[config.mk]
export PLATFORM = sky130hd
export DESIGN_NAME = restador_serie
export DESIGN_NICKNAME = d
export VERILOG_FILES = /design/src/rtl/restador_serie.sv
export SDC_FILE = /design/constraint.sdc
export NUM_CORES = 1
export LEC_CHECK = 0
export BUFFER_PORTS_ARGS = -buffer_cell sky130_fd_sc_hd__buf_4
export CAP_MARGIN = 20
export CORE_MARGIN = 4
export CORE_UTILIZATION = 49
export CTS_CLUSTER_DIAMETER = 30
export CTS_CLUSTER_SIZE = 25
export DETAILED_ROUTE_END_ITERATION = 10
export GPL_ROUTABILITY_DRIVEN = 1
export PLACE_DENSITY = 0.81
export SLEW_MARGIN = 5
export SYNTH_ARGS = -nofsm -noshare
export SYNTH_HDL_FRONTEND = slang
export SYNTH_SLANG_ARGS = --single-unit
export TNS_END_PERCENT = 10
[constraint.sdc]
create_clock -name clk -period 1.25 [get_ports clk]
set_input_delay 0.1875 -clock clk [delete_from_list [all_inputs] [get_ports clk]]
set_output_delay 0.1875 -clock clk [all_outputs]
set_load 0.01 [all_outputs]
[src/rtl/restador_serie.sv]
// Bit-serial unsigned subtractor: A - B one bit per clock, LSB first,
// with a single borrow flop and a start/done handshake.
module restador_serie #(
  parameter int N = 8
) (
  input  logic         clk,
  input  logic         rst,
  input  logic         Inicio,
  input  logic [N-1:0] A,
  input  logic [N-1:0] B,
  output logic [N-1:0] Resta,
  output logic         Bout,
  output logic         Listo,
  output logic         Ocupado
);

  localparam int CW = $clog2(N) + 1;

  typedef enum logic [1:0] {
    REPOSO,
    DESPLAZA,
    FIN
  } estadoT;

  estadoT estado, estadoSig;

  logic [N-1:0]  regA, regB, regD;
  logic          borrow;
  logic [CW-1:0] contador;

  logic bitA, bitB, difBit, borrowSig, ultimo;

  // Full-subtractor cell on the current LSBs.
  always_comb begin
    bitA      = regA[0];
    bitB      = regB[0];
    difBit    = bitA ^ bitB ^ borrow;
    borrowSig = (~bitA & bitB) | (~(bitA ^ bitB) & borrow);
    ultimo    = (contador == CW'(N - 1));
  end

  always_comb begin
    estadoSig = estado;
    case (estado)
      REPOSO:   if (Inicio) estadoSig = DESPLAZA;
      DESPLAZA: if (ultimo) estadoSig = FIN;
      FIN:      estadoSig = REPOSO;
      default:  estadoSig = REPOSO;
    endcase
  end

  always_ff @(posedge clk) begin
    if (rst) estado <= REPOSO;
    else     estado <= estadoSig;
  end

  always_ff @(posedge clk) begin
    if (rst) begin
      regA     <= '0;
      regB     <= '0;
      regD     <= '0;
      borrow   <= 1'b0;
      contador <= '0;
      Resta    <= '0;
      Bout     <= 1'b0;
      Listo    <= 1'b0;
      Ocupado  <= 1'b0;
    end else begin
      // Listo/Ocupado are registered copies of the next state so the
      // outputs carry no combinational path from the inputs.
      Listo   <= (estado == DESPLAZA) && ultimo;
      Ocupado <= (estadoSig != REPOSO);
      case (estado)
        REPOSO: begin
          if (Inicio) begin
            regA     <= A;
            regB     <= B;
            regD     <= '0;
            borrow   <= 1'b0;
            contador <= '0;
          end
        end
        DESPLAZA: begin
          regA     <= {1'b0, regA[N-1:1]};
          regB     <= {1'b0, regB[N-1:1]};
          regD     <= {difBit, regD[N-1:1]};
          borrow   <= borrowSig;
          contador <= contador + CW'(1);
          if (ultimo) begin
            Resta <= {difBit, regD[N-1:1]};
            Bout  <= borrowSig;
          end
        end
        default: ;
      endcase
    end
  end

endmodule

==> results.txt, run 1 <==
failing checks = negative setup slack
crit start category = flop
Final Net Count = 245
Core Area = 3360 um^2
Synth Area in XOR/XNOR = 0%
Clock Latency Late Sink = 0.36 ns
Post-synth top flop = dfxtp_1
Ys Warns = 0
drt total wl = 3.63 mm
clock buffer depth = 2
normalized max-slew margin = 79.5%
final hold vios = 0
CP endpoint = regB[6]
number of flops mapped to enable cells by yosys = 0
Max Cap Violations = 0
gp weighted congestion = 0.749
clock sink total = 41
first drt pass iteration count = 4
clock-pin slew on the worst setup and hold paths = 0.12 ns
Post-Synth Simple-Gate Area = 16.6%
drc violations = 0
Post-CTS Hold Buffers = 0
Max Clock Freq = 798 MHz
maximum vdd drop = 0.868 mV
Mapped Area = 1710 um^2
mux share of post-synthesis cell area = 0.585%
Final Slew Violations = 0
Synth cell types = 40
register area share after synthesis = 48.0%
#FFs+latches synth = 41
final setup fails = 1
Pleak = 0.882 nW
first-pass GRT wire length = 5.93 mm
largest net degree at the start of global routing = 25
worst hold path startpoint = B[7]
Post-DP HPWL = 2.43 mm
Vias/cell = 5.47
CP Max Fanout = 11
Via Count = 1,483
Starting Density = 50.9%
CTS tree = built
Worst Hold Class = in2reg
compound-cell area share of the yosys netlist = 26.9%
PortBufs = 29
Synth top area share = 48.0%
DIE HEIGHT = 67.1 um
Critical Path RT = 1.50 ns
status = complete, but fails checks
die width = 67.1 um
crit path DAT = 1.50 ns
ANT cells = 0
Syn Nets = 205
FF-to-FF Start = estado[0]
Root Buffer = clkbuf_4
Iteration-0 DRC Markers = 64
Post-synth top cells = 41 x dfxtp_1, 23 x o21ai_0, 22 x a21oi_1
WS Path Type = reg2reg
Final Util = 65.3%
Syn Area/Cell = 9.30 um^2
CP Launch Point = estado[0]
RSZ-0062 raised after global routing = true
Gate Count Post-Synth = 184
Area Growth Syn to Fin = 28.3%
number of placement rows = 21
Die Footprint = 4500 um^2
largest family of logic cells by synthesized area = compound AO/OA/AOI/OAI gates
worst reg-to-reg path cell count = 5
Post-Layout Cell Count = 271
IO Pins = 30
Num CTS Buffers = 5
main area contributors after synthesis = dfxtp_1 48%, o21ai_0 6.7%, a21oi_1 6.4%, a22oi_1 4.4%, or3b_1 4.1%
Slew @ Worst Pin = 0.306 ns
area leader, netlist = dfxtp_1
top-count cell post-synth = dfxtp_1
Final ANT Viol Nets = 0
FF-to-FF End = regB[6]
mean routed wirelength per cell = 13.4 um
Post-Synth Adder-Cell Area = 1.90%
DP Cell Count = 261
async set-reset flop share out of synthesis = 0%
crit path capture type = flop
final worst slack = -0.00266 ns
layout cell share with drive strength beyond 1 = 32.9%
crit path time final = 1.25 ns
GRT overflow = 0
GRT Total Usage = 17.6%
final worst-path cycle share = 100%
clock skew = 0.00999 ns
initial antenna violation count = 0
Hold Worst Slack = 0.0819 ns
vias in the first global route = 1,335
CTS H-Tree Depth = 2
reg2reg setup slack = -0.003 ns
Power Dens Cells = 1080 nW/um^2
==> power by group <==
part,internal (mW),total (mW),switching [mW]
combinational,0.170,0.321,0.151
clock,0.212,0.652,0.439
sequential,1.36,1.40,0.0344
total,1.75,2.37,0.624
==> through the flow <==
| stage | worst slack, ns | cell area [um^2] | setup TNS, ns | power, mW |
|---|---|---|---|---|
| 4_1_cts | -0.0194 | 2160 | -0.0310 | 2.38 |
| 2_1_floorplan | 0.00826 | 1730 | 0 | 1.59 |
| 3_3_place_gp | -0.0317 | 2090 | -0.258 | 1.72 |
| 5_1_grt | -0.0488 | 2200 | -0.507 | 2.47 |
| 6_report | -0.00266 | 2200 | -0.00266 | 2.37 |
| 3_5_place_dp | -0.0652 | 2090 | -0.856 | 1.73 |
==> metal layers <==
layer / up-vias / track usage, % / wire length, um
met5: - / 0 / 0
met4: 0 / 8.86 / 66
met3: 5 / 5.06 / 174
met2: 35 / 27.0 / 1740
met1: 689 / 22.5 / 1650
li1: 754 / - / -
==> timing repair <==
| item | 4_1_cts | 5_1_grt |
|---|---|---|
| setup buffers | 1 | 1 |
| pin swaps | 1 | 3 |
| endpoints found under the setup margin | 24 | 31 |
| gates resized for setup | 4 | 10 |
==> cells by family (layout without fill, tap and decap cells) <==
group,Yosys count,in the layout
muxes,1,1
buffers and inverters,20,61
adders and majority gates,2,2
AOI/OAI and AO/OA,74,74
DFF,41,41
and+or+nand+nor,46,46
==> cell usage in the layout (no fill, tap or decap), types with 3 or more instances in the layout <==
cell | Yosys | final
buf_4 | 1 | 42
dfxtp_1 | 41 | 37
a21oi_1 | 22 | 22
o21ai_0 | 23 | 18
nor2_1 | 13 | 13
nand2b_1 | 8 | 8
or3b_1 | 8 | 8
a22oi_1 | 10 | 8
a31o_1 | 7 | 7
o21ai_1 | 2 | 7
clkbuf_4 | 0 | 5
inv_1 | 4 | 4
buf_12 | 0 | 4
or3b_2 | 3 | 3
dfxtp_2 | 0 | 3
==> worst max-delay path: stages (launching register included) <==
cell     delay (ns)
dfxtp_4        0.39
buf_4          0.14
o21ba_2        0.21
buf_4          0.17
o21ai_0        0.17
a21oi_1        0.05
==> cell type report <==
type	count	area, um^2
inverter	5	21.3
clock inverter	3	17.5
timing repair buffer	48	418
sequential	41	828
fill	280	1170
multi-input combinational	123	816
clock buffer	5	37.5
tap	46	57.6
==> worst min path at each step <==
| stage | end | slack, ns | cells past startpoint |
|---|---|---|---|
| floorplan | regA[7] | 0.34 | 2 |
| global placement | regA[7] | 0.43 | 3 |
| detailed placement | regB[7] | 0.45 | 3 |
| CTS | regB[7] | 0.07 | 3 |
| global route | regA[7] | 0.1 | 3 |
| finish | regB[7] | 0.08 | 3 |
==> state kept, by name (all words and copies together) (netlist names), 2 cells and up <==
signal	flops
regD	7
Resta	8
regB	8
estado	2
regA	8
contador	4
Power figures use the tool's default switching activity.
==> inputs of run 2 (changes only) <==
--- a/config.mk
+++ b/config.mk
@@ -8,7 +8,7 @@
 export BUFFER_PORTS_ARGS = -buffer_cell sky130_fd_sc_hd__buf_4
 export CAP_MARGIN = 20
 export CORE_MARGIN = 4
-export CORE_UTILIZATION = 49
+export CORE_UTILIZATION = 54
 export CTS_CLUSTER_DIAMETER = 30
 export CTS_CLUSTER_SIZE = 25
 export DETAILED_ROUTE_END_ITERATION = 10
==> constraint.sdc (replaced) <==
create_clock -name clk -period 1.17 [get_ports clk]
set_input_delay 0.1755 -clock clk [delete_from_list [all_inputs] [get_ports clk]]
set_output_delay 0.1755 -clock clk [all_outputs]
set_load 0.01 [all_outputs]
==> run 2 against run 1 <==
- the run still ends with negative setup slack left
- sequential power increased by 6%
- utilization increased by 12 points
- sequential share of layout area decreased by 2.0 points
- setup slack got worse by 0.043 ns
- via count increased by 8.4%
- cell area increased by 7.2%
- wire length increased by 25%
- register-to-register slack got worse by 0.04 ns
- clock power increased by 9.0%
==> results.txt, run 2 (synthesis results as in run 1) <==
status = complete, but fails checks (unchanged)
failing checks = negative setup slack (unchanged)
number of placement rows = 20 (was 21)
Post-Layout Cell Count = 278 (was 271)
ANT cells = 0 (unchanged)
Clock Latency Late Sink = 0.34 ns (was 0.36 ns)
sequential power share = 57.1% (was 59.0%)
first drt pass iteration count = 4 (unchanged)
WS Path Type = reg2reg (unchanged)
commonest non-fill, non-tap cell in the layout = buf_4 (unchanged)
reg2reg setup slack = -0.05 ns (was -0.003 ns)
clock buffer depth = 2 (unchanged)
slowest CP cell = dfxtp_4 (unchanged)
Hold EP = regB[7] (unchanged)
final worst slack = -0.0458 ns (was -0.00266 ns)
clock-pin slew on the worst setup and hold paths = 0.11 ns (was 0.12 ns)
Hold Worst Slack = 0.0800 ns (was 0.0819 ns)
WL met2 = 2.25 mm (was 1.74 mm)
CTS H-Tree Depth = 2 (unchanged)
drc violations = 0 (unchanged)
gp weighted congestion = 0.805 (was 0.749)
drt total wl = 4.53 mm (was 3.63 mm)
Final Net Count = 255 (was 245)
Iteration-0 DRC Markers = 212 (was 64)
Pwr Total = 2.62 mW (was 2.37 mW)
switching part of the total = 25.3% (was 26.3%)
WL met3 = 252 um (was 174 um)
Worst Hold Class = in2reg (unchanged)
crit-path cells = buf_6 > and2b_2 > buf_6 > a22oi_1 > nor2_1 (was buf_4 > o21ba_2 > buf_4 > o21ai_0 > a21oi_1)
largest net degree at the start of global routing = 24 (was 25)
PortBufs = 29 (unchanged)
Max Cap Violations = 0 (unchanged)
initial antenna violation count = 0 (unchanged)
Power Dens Cells = 1110 nW/um^2 (was 1080 nW/um^2)
DIE HEIGHT = 64.3 um (was 67.1 um)
pre-CTS setup slack = -0.140 ns (was -0.0652 ns)
die width = 64.3 um (was 67.1 um)
CP Max Fanout = 7 (was 11)
IO Pins = 30 (unchanged)
total net switching power = 0.663 mW (was 0.624 mW)
setup_tns = -0.407 ns (was -0.00266 ns)
commonest cells after routing, fill and taps aside = 46 x buf_4, 34 x dfxtp_1, 22 x a21oi_1 (was 42 x buf_4, 37 x dfxtp_1, 22 x a21oi_1)
WHS Path Cells = 3 (unchanged)
Root Buffer = clkbuf_4 (unchanged)
Final Util = 77.1% (was 65.3%)
Max Clock Freq = 823 MHz (was 798 MHz)
DP Cell Count = 263 (was 261)
final hold vios = 0 (unchanged)
crit start category = flop (unchanged)
Most Frequent Cell on Critical Path = buf_6 (was buf_4)
Crit path buffers/inverters = 2 (unchanged)
Starting Density = 56.1% (was 50.9%)
critical path's top delay family = flip-flops (was compound AO/OA/AOI/OAI gates)
dpl cell area = 2100 um^2 (was 2090 um^2)
Post-DP HPWL = 2.82 mm (was 2.43 mm)
FF-to-FF End = regD[7] (was regB[6])
slowest cell delay on critical path = 0.39 ns (about the same)
Vias/cell = 5.78 (was 5.47)
FF-to-FF Start = estado[0] (unchanged)
Num CTS Buffers = 5 (unchanged)
Area Growth Syn to Fin = 37.6% (was 28.3%)
biggest regs = Resta (8), regA (8), regB (8) (unchanged)
Critical Path RT = 1.42 ns (was 1.50 ns)
final worst-path cycle share = 104% (was 100%)
crit path DAT = 1.46 ns (was 1.50 ns)
M1 wire length = 1.99 mm (was 1.65 mm)
Die Footprint = 4130 um^2 (was 4500 um^2)
Final ANT Viol Nets = 0 (unchanged)
layout cell share with drive strength beyond 1 = 43.2% (was 32.9%)
Final Slew Violations = 0 (unchanged)
Clk network pwr share = 27.1% (was 27.5%)
final instance area = 2350 um^2 (was 2200 um^2)
GRT overflow = 0 (unchanged)
max layer used = met4 (unchanged)
vias in the first global route = 1,510 (was 1,335)
worst hold path startpoint = B[7] (unchanged)
Core Area = 3050 um^2 (was 3360 um^2)
normalized max-slew margin = 85.4% (was 79.5%)
first-pass GRT wire length = 7.18 mm (was 5.93 mm)
cell-internal power = 1.96 mW (was 1.75 mW)
crit path time final = 1.22 ns (was 1.25 ns)
CTS tree = built (unchanged)
Slew @ Worst Pin = 0.218 ns (was 0.306 ns)
clock skew = 0.00982 ns (was 0.00999 ns)
mean routed wirelength per cell = 16.3 um (was 13.4 um)
Gate power share = 15.8% (was 13.5%)
clock sink total = 41 (unchanged)
crit path capture type = flop (unchanged)
RSZ-0062 raised after global routing = true (unchanged)
Via Count = 1,607 (was 1,483)
GRT Total Usage = 22.3% (was 17.6%)
worst reg-to-reg path cell count = 5 (unchanged)
final setup fails = 20 (was 1)
maximum vdd drop = 0.895 mV (was 0.868 mV)
Pleak = 0.939 nW (was 0.882 nW)
[run 2: area by class of cell]
class                      count  area, um^2
inverter                       5        21.3
clock buffer                   7        55.1
sequential                    41         842
timing repair buffer          56         475
tap                           44        55.1
fill                         196         698
multi-input combinational    125         906
[run 2: worst max path at each step]
stage	startpoint	endpoint	slack, ns	cells after the start
after floorplan	contador[0]	Resta[0]	-0.03	5
final	estado[0]	regD[7]	-0.05	5
after global placement	estado[0]	regB[0]	-0.10	4
after CTS	estado[0]	contador[2]	-0.04	5
after detailed placement	estado[0]	regB[0]	-0.14	4
after global routing	estado[0]	regA[6]	-0.09	5
[run 2: worst min-delay path, delay by kind of cell]
family / cells / cell delay [ns]
simple gates: 1 / 0.08
buf+inv: 1 / 0.08
compound gates: 1 / 0.05
[run 2: power groups by stage]
stage               combinational [mW]  sequential [mW]  clock [mW]
finish                           0.414             1.49       0.711
global route                     0.449             1.50       0.793
CTS                              0.374             1.49       0.722
detailed placement               0.333             1.53           0
global placement                 0.319             1.52           0
floorplan                        0.188             1.51           0
[run 2: what timing repair did]
action                                 in CTS  in global routing
buffers inserted                            5                  1
setup endpoints to repair                  37                 38
gates resized for setup                    28                 24
pin swaps                                  10                  7
hold buffers                                0                  0
endpoints found under the hold margin       0                  0
gates cloned                                2                  0
[run 2: metal layers]
layer  up-vias  track usage (%)
li1        777                -
met4         0             8.44
met2        50             36.0
met1       775             29.1
met3         5             4.92
met5         -                0
